## src/rtl/fu_branch_target_buffer_if.sv

```systemverilog
// Fetch-unit / branch-predictor interface: lookup request, prediction, and resolved-branch update.
interface fu_branch_target_buffer_if #(
  parameter int unsigned WORD_W = 32
);
  logic [WORD_W-1:0] pc;
  logic              predicted_outcome;
  logic [WORD_W-1:0] predicted_target;
  logic              update_btb;
  logic [WORD_W-1:0] update_pc;
  logic              branch_outcome;
  logic [WORD_W-1:0] branch_target;

  modport master (
    output pc, update_btb, update_pc, branch_outcome, branch_target,
    input  predicted_outcome, predicted_target
  );

  modport slave (
    input  pc, update_btb, update_pc, branch_outcome, branch_target,
    output predicted_outcome, predicted_target
  );
endinterface

```

## src/rtl/fu_branch_target_buffer.sv

```systemverilog
// Direct-mapped BTB with a 2-bit saturating direction counter per entry.
// Zero-latency lookup; resolved branches update the table on the clock edge.
module fu_branch_target_buffer #(
  parameter int unsigned ENTRIES = 16,
  parameter int unsigned WORD_W  = 32
) (
  input logic                      CLK,
  input logic                      RST,
  fu_branch_target_buffer_if.slave bp
);
  localparam int unsigned IDX_W = $clog2(ENTRIES);
  localparam int unsigned TAG_W = WORD_W - IDX_W - 2;

  logic              valid_q  [ENTRIES];
  logic [TAG_W-1:0]  tag_q    [ENTRIES];
  logic [WORD_W-1:0] target_q [ENTRIES];
  logic [1:0]        ctr_q    [ENTRIES];

  logic [IDX_W-1:0] lk_idx;
  logic [TAG_W-1:0] lk_tag;
  logic             lk_hit;
  logic [IDX_W-1:0] up_idx;
  logic [TAG_W-1:0] up_tag;
  logic             up_hit;

  assign lk_idx = bp.pc[IDX_W+1:2];
  assign lk_tag = bp.pc[WORD_W-1:IDX_W+2];
  assign up_idx = bp.update_pc[IDX_W+1:2];
  assign up_tag = bp.update_pc[WORD_W-1:IDX_W+2];

  always_comb begin
    lk_hit = valid_q[lk_idx] && (tag_q[lk_idx] == lk_tag);
    up_hit = valid_q[up_idx] && (tag_q[up_idx] == up_tag);
    bp.predicted_outcome = lk_hit && ctr_q[lk_idx][1];
    bp.predicted_target  = bp.predicted_outcome ? target_q[lk_idx]
                                                : bp.pc + WORD_W'(4);
  end

  always_ff @(posedge CLK) begin
    if (RST) begin
      for (int unsigned i = 0; i < ENTRIES; i++) begin
        valid_q[i]  <= 1'b0;
        tag_q[i]    <= '0;
        target_q[i] <= '0;
        ctr_q[i]    <= 2'b01;
      end
    end else if (bp.update_btb) begin
      if (up_hit) begin
        if (bp.branch_outcome) begin
          if (ctr_q[up_idx] != 2'b11) ctr_q[up_idx] <= ctr_q[up_idx] + 2'b01;
          target_q[up_idx] <= bp.branch_target;
        end else if (ctr_q[up_idx] != 2'b00) begin
          ctr_q[up_idx] <= ctr_q[up_idx] - 2'b01;
        end
      end else if (bp.branch_outcome) begin
        // Taken miss replaces whatever entry aliases to this index.
        valid_q[up_idx]  <= 1'b1;
        tag_q[up_idx]    <= up_tag;
        target_q[up_idx] <= bp.branch_target;
        ctr_q[up_idx]    <= 2'b10;
      end
    end
  end
endmodule

```

## src/flat_wrapper.sv

```systemverilog
// flat-port wrapper written by rule: the top's interface ports become plain ports
module fu_branch_target_buffer_flat 
#(
  parameter int unsigned ENTRIES = 16,
  parameter int unsigned WORD_W  = 32
)
  (CLK, RST, bp_pc, bp_update_btb, bp_update_pc, bp_branch_outcome, bp_branch_target, bp_predicted_outcome, bp_predicted_target);
  fu_branch_target_buffer_if #(.WORD_W(WORD_W)) bp_i ();
  input logic CLK;
  input logic RST;
  input wire logic [$bits(bp_i.pc)-1:0] bp_pc;
  input wire logic [$bits(bp_i.update_btb)-1:0] bp_update_btb;
  input wire logic [$bits(bp_i.update_pc)-1:0] bp_update_pc;
  input wire logic [$bits(bp_i.branch_outcome)-1:0] bp_branch_outcome;
  input wire logic [$bits(bp_i.branch_target)-1:0] bp_branch_target;
  output wire logic [$bits(bp_i.predicted_outcome)-1:0] bp_predicted_outcome;
  output wire logic [$bits(bp_i.predicted_target)-1:0] bp_predicted_target;
  assign bp_i.pc = bp_pc;
  assign bp_i.update_btb = bp_update_btb;
  assign bp_i.update_pc = bp_update_pc;
  assign bp_i.branch_outcome = bp_branch_outcome;
  assign bp_i.branch_target = bp_branch_target;
  assign bp_predicted_outcome = bp_i.predicted_outcome;
  assign bp_predicted_target = bp_i.predicted_target;
  fu_branch_target_buffer #(.ENTRIES(ENTRIES), .WORD_W(WORD_W)) u_core (.CLK(CLK), .RST(RST), .bp(bp_i));
endmodule
```

## config.mk

```make
export PLATFORM = sky130hd
export DESIGN_NAME = fu_branch_target_buffer_flat
export DESIGN_NICKNAME = d
export VERILOG_FILES = /design/src/rtl/fu_branch_target_buffer_if.sv /design/src/rtl/fu_branch_target_buffer.sv /design/src/flat_wrapper.sv
export SDC_FILE = /design/constraint.sdc
export NUM_CORES = 2
export LEC_CHECK = 0
export CAP_MARGIN = 25
export CELL_PAD_IN_SITES_DETAIL_PLACEMENT = 0
export CELL_PAD_IN_SITES_GLOBAL_PLACEMENT = 2
export CORE_MARGIN = 1
export CORE_UTILIZATION = 48
export CTS_BUF_LIST = sky130_fd_sc_hd__clkbuf_8
export DETAILED_ROUTE_END_ITERATION = 8
export GPL_ROUTABILITY_DRIVEN = 0
export PLACE_DENSITY = 0.9
export SLEW_MARGIN = 20
export SYNTH_ARGS = -nofsm -noshare
export SYNTH_HDL_FRONTEND = slang
export SYNTH_SLANG_ARGS = --single-unit
```

## constraint.sdc

```tcl
create_clock -name CLK -period 6 [get_ports CLK]
set_clock_uncertainty 0.15 [all_clocks]
set_input_delay 0.6 -clock CLK [delete_from_list [all_inputs] [get_ports CLK]]
set_output_delay 0.6 -clock CLK [all_outputs]
set_load 0.1 [all_outputs]
```

==> results.md <==
| Result | This run | Unit |
| --- | --- | --- |
| Result of the run | complete, no violations | - |
| Vias in the first global route | 33500 | - |
| CTS tree | yes | - |
| Clock Tree Buf Depth | 3 | - |
| P&R area growth vs syn | 12.3 | % |
| Detailed placer's ending HPWL | 93700 | um |
| Post-synth design cell area | 50400 | um2 |
| Number of vias in the routed layout | 33600 | - |
| Area leader, netlist | sky130_fd_sc_hd__edfxtp_1 | - |
| Number of clock sinks | 976 | - |
| Buffers added on ports | 130 | - |
| Master cell of the clock root buffer | sky130_fd_sc_hd__clkbuf_8 | - |
| Setup Fix Bufs, Post-CTS | 0 | - |
| Hold bufs inserted after CTS | 0 | - |
| Initial standard-cell utilization of the core | 48.6 | % |
| Final setup viols | 0 | - |
| Number of H-tree levels | 4 | - |
| Slew at the pin with the worst max-slew slack | 1.11 | ns |
| Classification of the worst setup path | in2out | - |
| Number of enable flip-flop cells after synthesis | 960 | - |
| Global-route wire length before repair | 231000 | um |
| Final number of hold-violating endpoints | 0 | - |
| Net Switching | 4040 | uW |
| Area used by multi-input combinational logic | 19800 | um2 |
| Leakage power of the design | 0.0203 | uW |
| Pwr/cell area | 271 | nW/um2 |
| Max VDD drop | 0.000153 | V |
| Utilization of the core after routing | 54.5 | % |
| Number of detailed-route iterations in the first pass | 6 | - |
| Area contributors post-synth | sky130_fd_sc_hd__edfxtp_1 57%, sky130_fd_sc_hd__mux4_2 17%, sky130_fd_sc_hd__and3_1 6.5% | - |
| Area of all placed cells without fillers | 56600 | um2 |
| Critical Path Source Type | input port | - |
| Largest net degree at the start of global routing | 156 | - |
| Number of design-rule violations left by the first detailed-router iteration | 5596 | - |
| All-layer global routing usage | 30.1 | % |
| Chip Height | 326 | um |
| Top cells by count, synth | 960 x sky130_fd_sc_hd__edfxtp_1, 521 x sky130_fd_sc_hd__and3_1, 401 x sky130_fd_sc_hd__nor3b_1, 377 x sky130_fd_sc_hd__mux4_2, 278 x sky130_fd_sc_hd__clkbuf_1 | - |
| Area occupied by registers | 29100 | um2 |
| Post-DR vias/cell | 6.87 | - |
| Placed instance area | 53700 | um2 |
| Max frequency | 172 | MHz |
| Worst-case setup slack after placement | 0.323 | ns |
| Area of the die | 106000 | um2 |
| Asr flop ratio synth | 0 | % |
| Clk_lat worst skew | 0.82 | ns |
| Max FO, Critical Path | 32 | - |
| Dominant register cell in the synthesized netlist | sky130_fd_sc_hd__edfxtp_1 | - |
| Crit path required time | 5.25 | ns |
| Sequential element share of the synthesized area | 57.8 | % |
| IO Count | 133 | - |
| DR DRC count | 0 | - |
| Part of the total power dissipated in combinational logic | 12.9 | % |
| GRT overflow | 0 | - |
| RSZ-0062 raised after global routing | no | - |
| Max_cap viols | 0 | - |
| Fraction of power spent switching nets | 26.3 | % |
| Net count of the mapped netlist | 3459 | - |
| Placed Cells incl. Taps | 4595 | - |
| Min-delay worst type | reg2reg | - |
| Worst Setup Slack, final | 0.199 | ns |
| Fin crit share | 96.7 | % |
| Clock share of power | 35.1 | % |
| Share of cells above drive strength 1 | 24.6 | % |
| Data arrival at the endpoint of the critical path | 5.05 | ns |
| Worst relative slew slack | 25.9 | % |
| Count of filler cells inserted in the layout | 8137 | - |
| Number of gates resized after CTS | 0 | - |
| Nature of the critical path endpoint | output port | - |
| Gate count of the mapped netlist | 3358 | - |
| Standard cell core area | 104000 | um2 |
| Inserted Clock Buffers | 158 | - |
| Area share of the largest cell type after synthesis | 57.2 | % |
| Final total negative setup slack | 0 | ns |
| Most common cell in the netlist | sky130_fd_sc_hd__edfxtp_1 | - |
| Routed WL | 162000 | um |
| Final std cells w/o fill | 4891 | - |
| Max-slew violation total from the final report | 0 | - |
| Yosys Warn Count | 0 | - |
| Number of nets in the layout | 3478 | - |
| Row count | 118 | - |
| Antenna violations before repair | 13 | - |
| Average cell area after synthesis | 15.0 | um2 |
| Proportion of power drawn by flip-flops and latches | 52.0 | % |
| Post-route ant nets | 0 | - |
| CTS clk-pin slew, worst paths | 0.06 | ns |
| Clock period minus worst slack | 5.80 | ns |
| Avg WL per Cell | 33.0 | um |
| Flip-flop and latch count after synthesis | 976 | - |
| Internal power summed over all cells | 11300 | uW |
| Count of unique library cells instantiated by Yosys | 69 | - |
| Horizontal extent of the die | 326 | um |
-- logic make-up (layout without fill, tap and decap cells) --
group | after synthesis | count (layout) | share of synthesized area [%]
compound gates | 161 | 161 | 2.30
other cells | 0 | 7 | 0
buf+inv | 428 | 574 | 3.64
flops | 976 | 976 | 57.8
simple gates | 1196 | 1196 | 15.0
xor+xnor | 88 | 88 | 1.53
fa+ha+maj | 1 | 1 | 0.0248
mux | 508 | 508 | 19.7
-- stage by stage --
| stage | hold slack [ns] | total power (uW) |
|---|---|---|
| CTS | 0.338 | 15400 |
| detailed placement | 0.325 | 10100 |
| floorplan | 0.298 | 9270 |
| global placement | 0.317 | 10000 |
| finish | 0.336 | 15400 |
| global route | 0.344 | 15700 |
-- cell type report --
cell class | count | area share [%]
Multi-Input combinational cell | 1954 | 35.0
Clock inverter | 125 | 1.13
Antenna cell | 7 | 0.0309
Inverter | 8 | 0.0553
Tap cell | 1380 | 3.05
Timing Repair Buffer | 279 | 5.31
Sequential cell | 976 | 51.5
Clock buffer | 162 | 3.94
-- power groups by stage --
stage / sequential [uW] / combinational, uW / clock (uW)
after CTS: 7980 / 1950 / 5430
after global placement: 8090 / 1920 / 0
after detailed placement: 8120 / 1950 / 0
after floorplan: 8060 / 1200 / 0
after global routing: 8010 / 2040 / 5690
final: 7990 / 1980 / 5390
-- worst max-delay path, stage by stage --
cell                      delay [ns]
sky130_fd_sc_hd__buf_8          0.28
sky130_fd_sc_hd__buf_4          0.31
sky130_fd_sc_hd__mux4_2         0.53
sky130_fd_sc_hd__mux2i_1        0.15
sky130_fd_sc_hd__mux2i_1        0.24
sky130_fd_sc_hd__xnor2_1        0.69
sky130_fd_sc_hd__buf_4          0.23
sky130_fd_sc_hd__nand4_1        0.07
sky130_fd_sc_hd__or3_1          0.33
sky130_fd_sc_hd__or4_2          0.71
sky130_fd_sc_hd__buf_12         0.24
sky130_fd_sc_hd__mux2_1         0.41
sky130_fd_sc_hd__buf_12         0.19
-- cells in the final DEF (no fill, tap or decap), types with 22 or more instances in the layout --
cell type,n
sky130_fd_sc_hd__and3_1,521
sky130_fd_sc_hd__buf_12,51
sky130_fd_sc_hd__buf_4,131
sky130_fd_sc_hd__clkbuf_8,162
sky130_fd_sc_hd__clkdlybuf4s50_1,90
sky130_fd_sc_hd__clkinv_1,39
sky130_fd_sc_hd__edfxtp_1,960
sky130_fd_sc_hd__inv_1,59
sky130_fd_sc_hd__mux2i_1,97
sky130_fd_sc_hd__mux4_2,377
sky130_fd_sc_hd__nand2_1,83
sky130_fd_sc_hd__nand2_2,32
sky130_fd_sc_hd__nand3_1,35
sky130_fd_sc_hd__nor2_1,25
sky130_fd_sc_hd__nor3_1,22
sky130_fd_sc_hd__nor3b_1,401
sky130_fd_sc_hd__xnor2_1,57
sky130_fd_sc_hd__xor2_1,31
-- state kept, by name, indices dropped and copies added, names as in the netlist --
register	count
u_core.ctr_q	32
u_core.tag_q	416
u_core.target_q	512
u_core.valid_q	16
-- per-layer routing --
metal | vias to the layer above | wire length (um) | track usage, %
met5 | - | 20 | 0
met4 | 4 | 5350 | 11.5
met3 | 386 | 20100 | 6.64
met2 | 2604 | 76200 | 47.3
met1 | 17100 | 59900 | 41.1
li1 | 13400 | - | -
-- worst paths after layout --
path | from | to | slack (ns) | depth (start not counted)
worst max-delay path | bp_pc[2] | bp_predicted_target[16] | 0.20 | 13
worst min-delay path | u_core.valid_q[2]$_DFF_P_ | u_core.valid_q[2]$_DFF_P_ | 0.34 | 1
worst max register to register | u_core.tag_q[5][17]$_SDFFCE_PN0P_ | u_core.tag_q[13][4]$_SDFFCE_PN0P_ | 1.55 | 11
worst min register to register | u_core.valid_q[2]$_DFF_P_ | u_core.valid_q[2]$_DFF_P_ | 0.34 | 1
(Power assumes the default switching activity.)
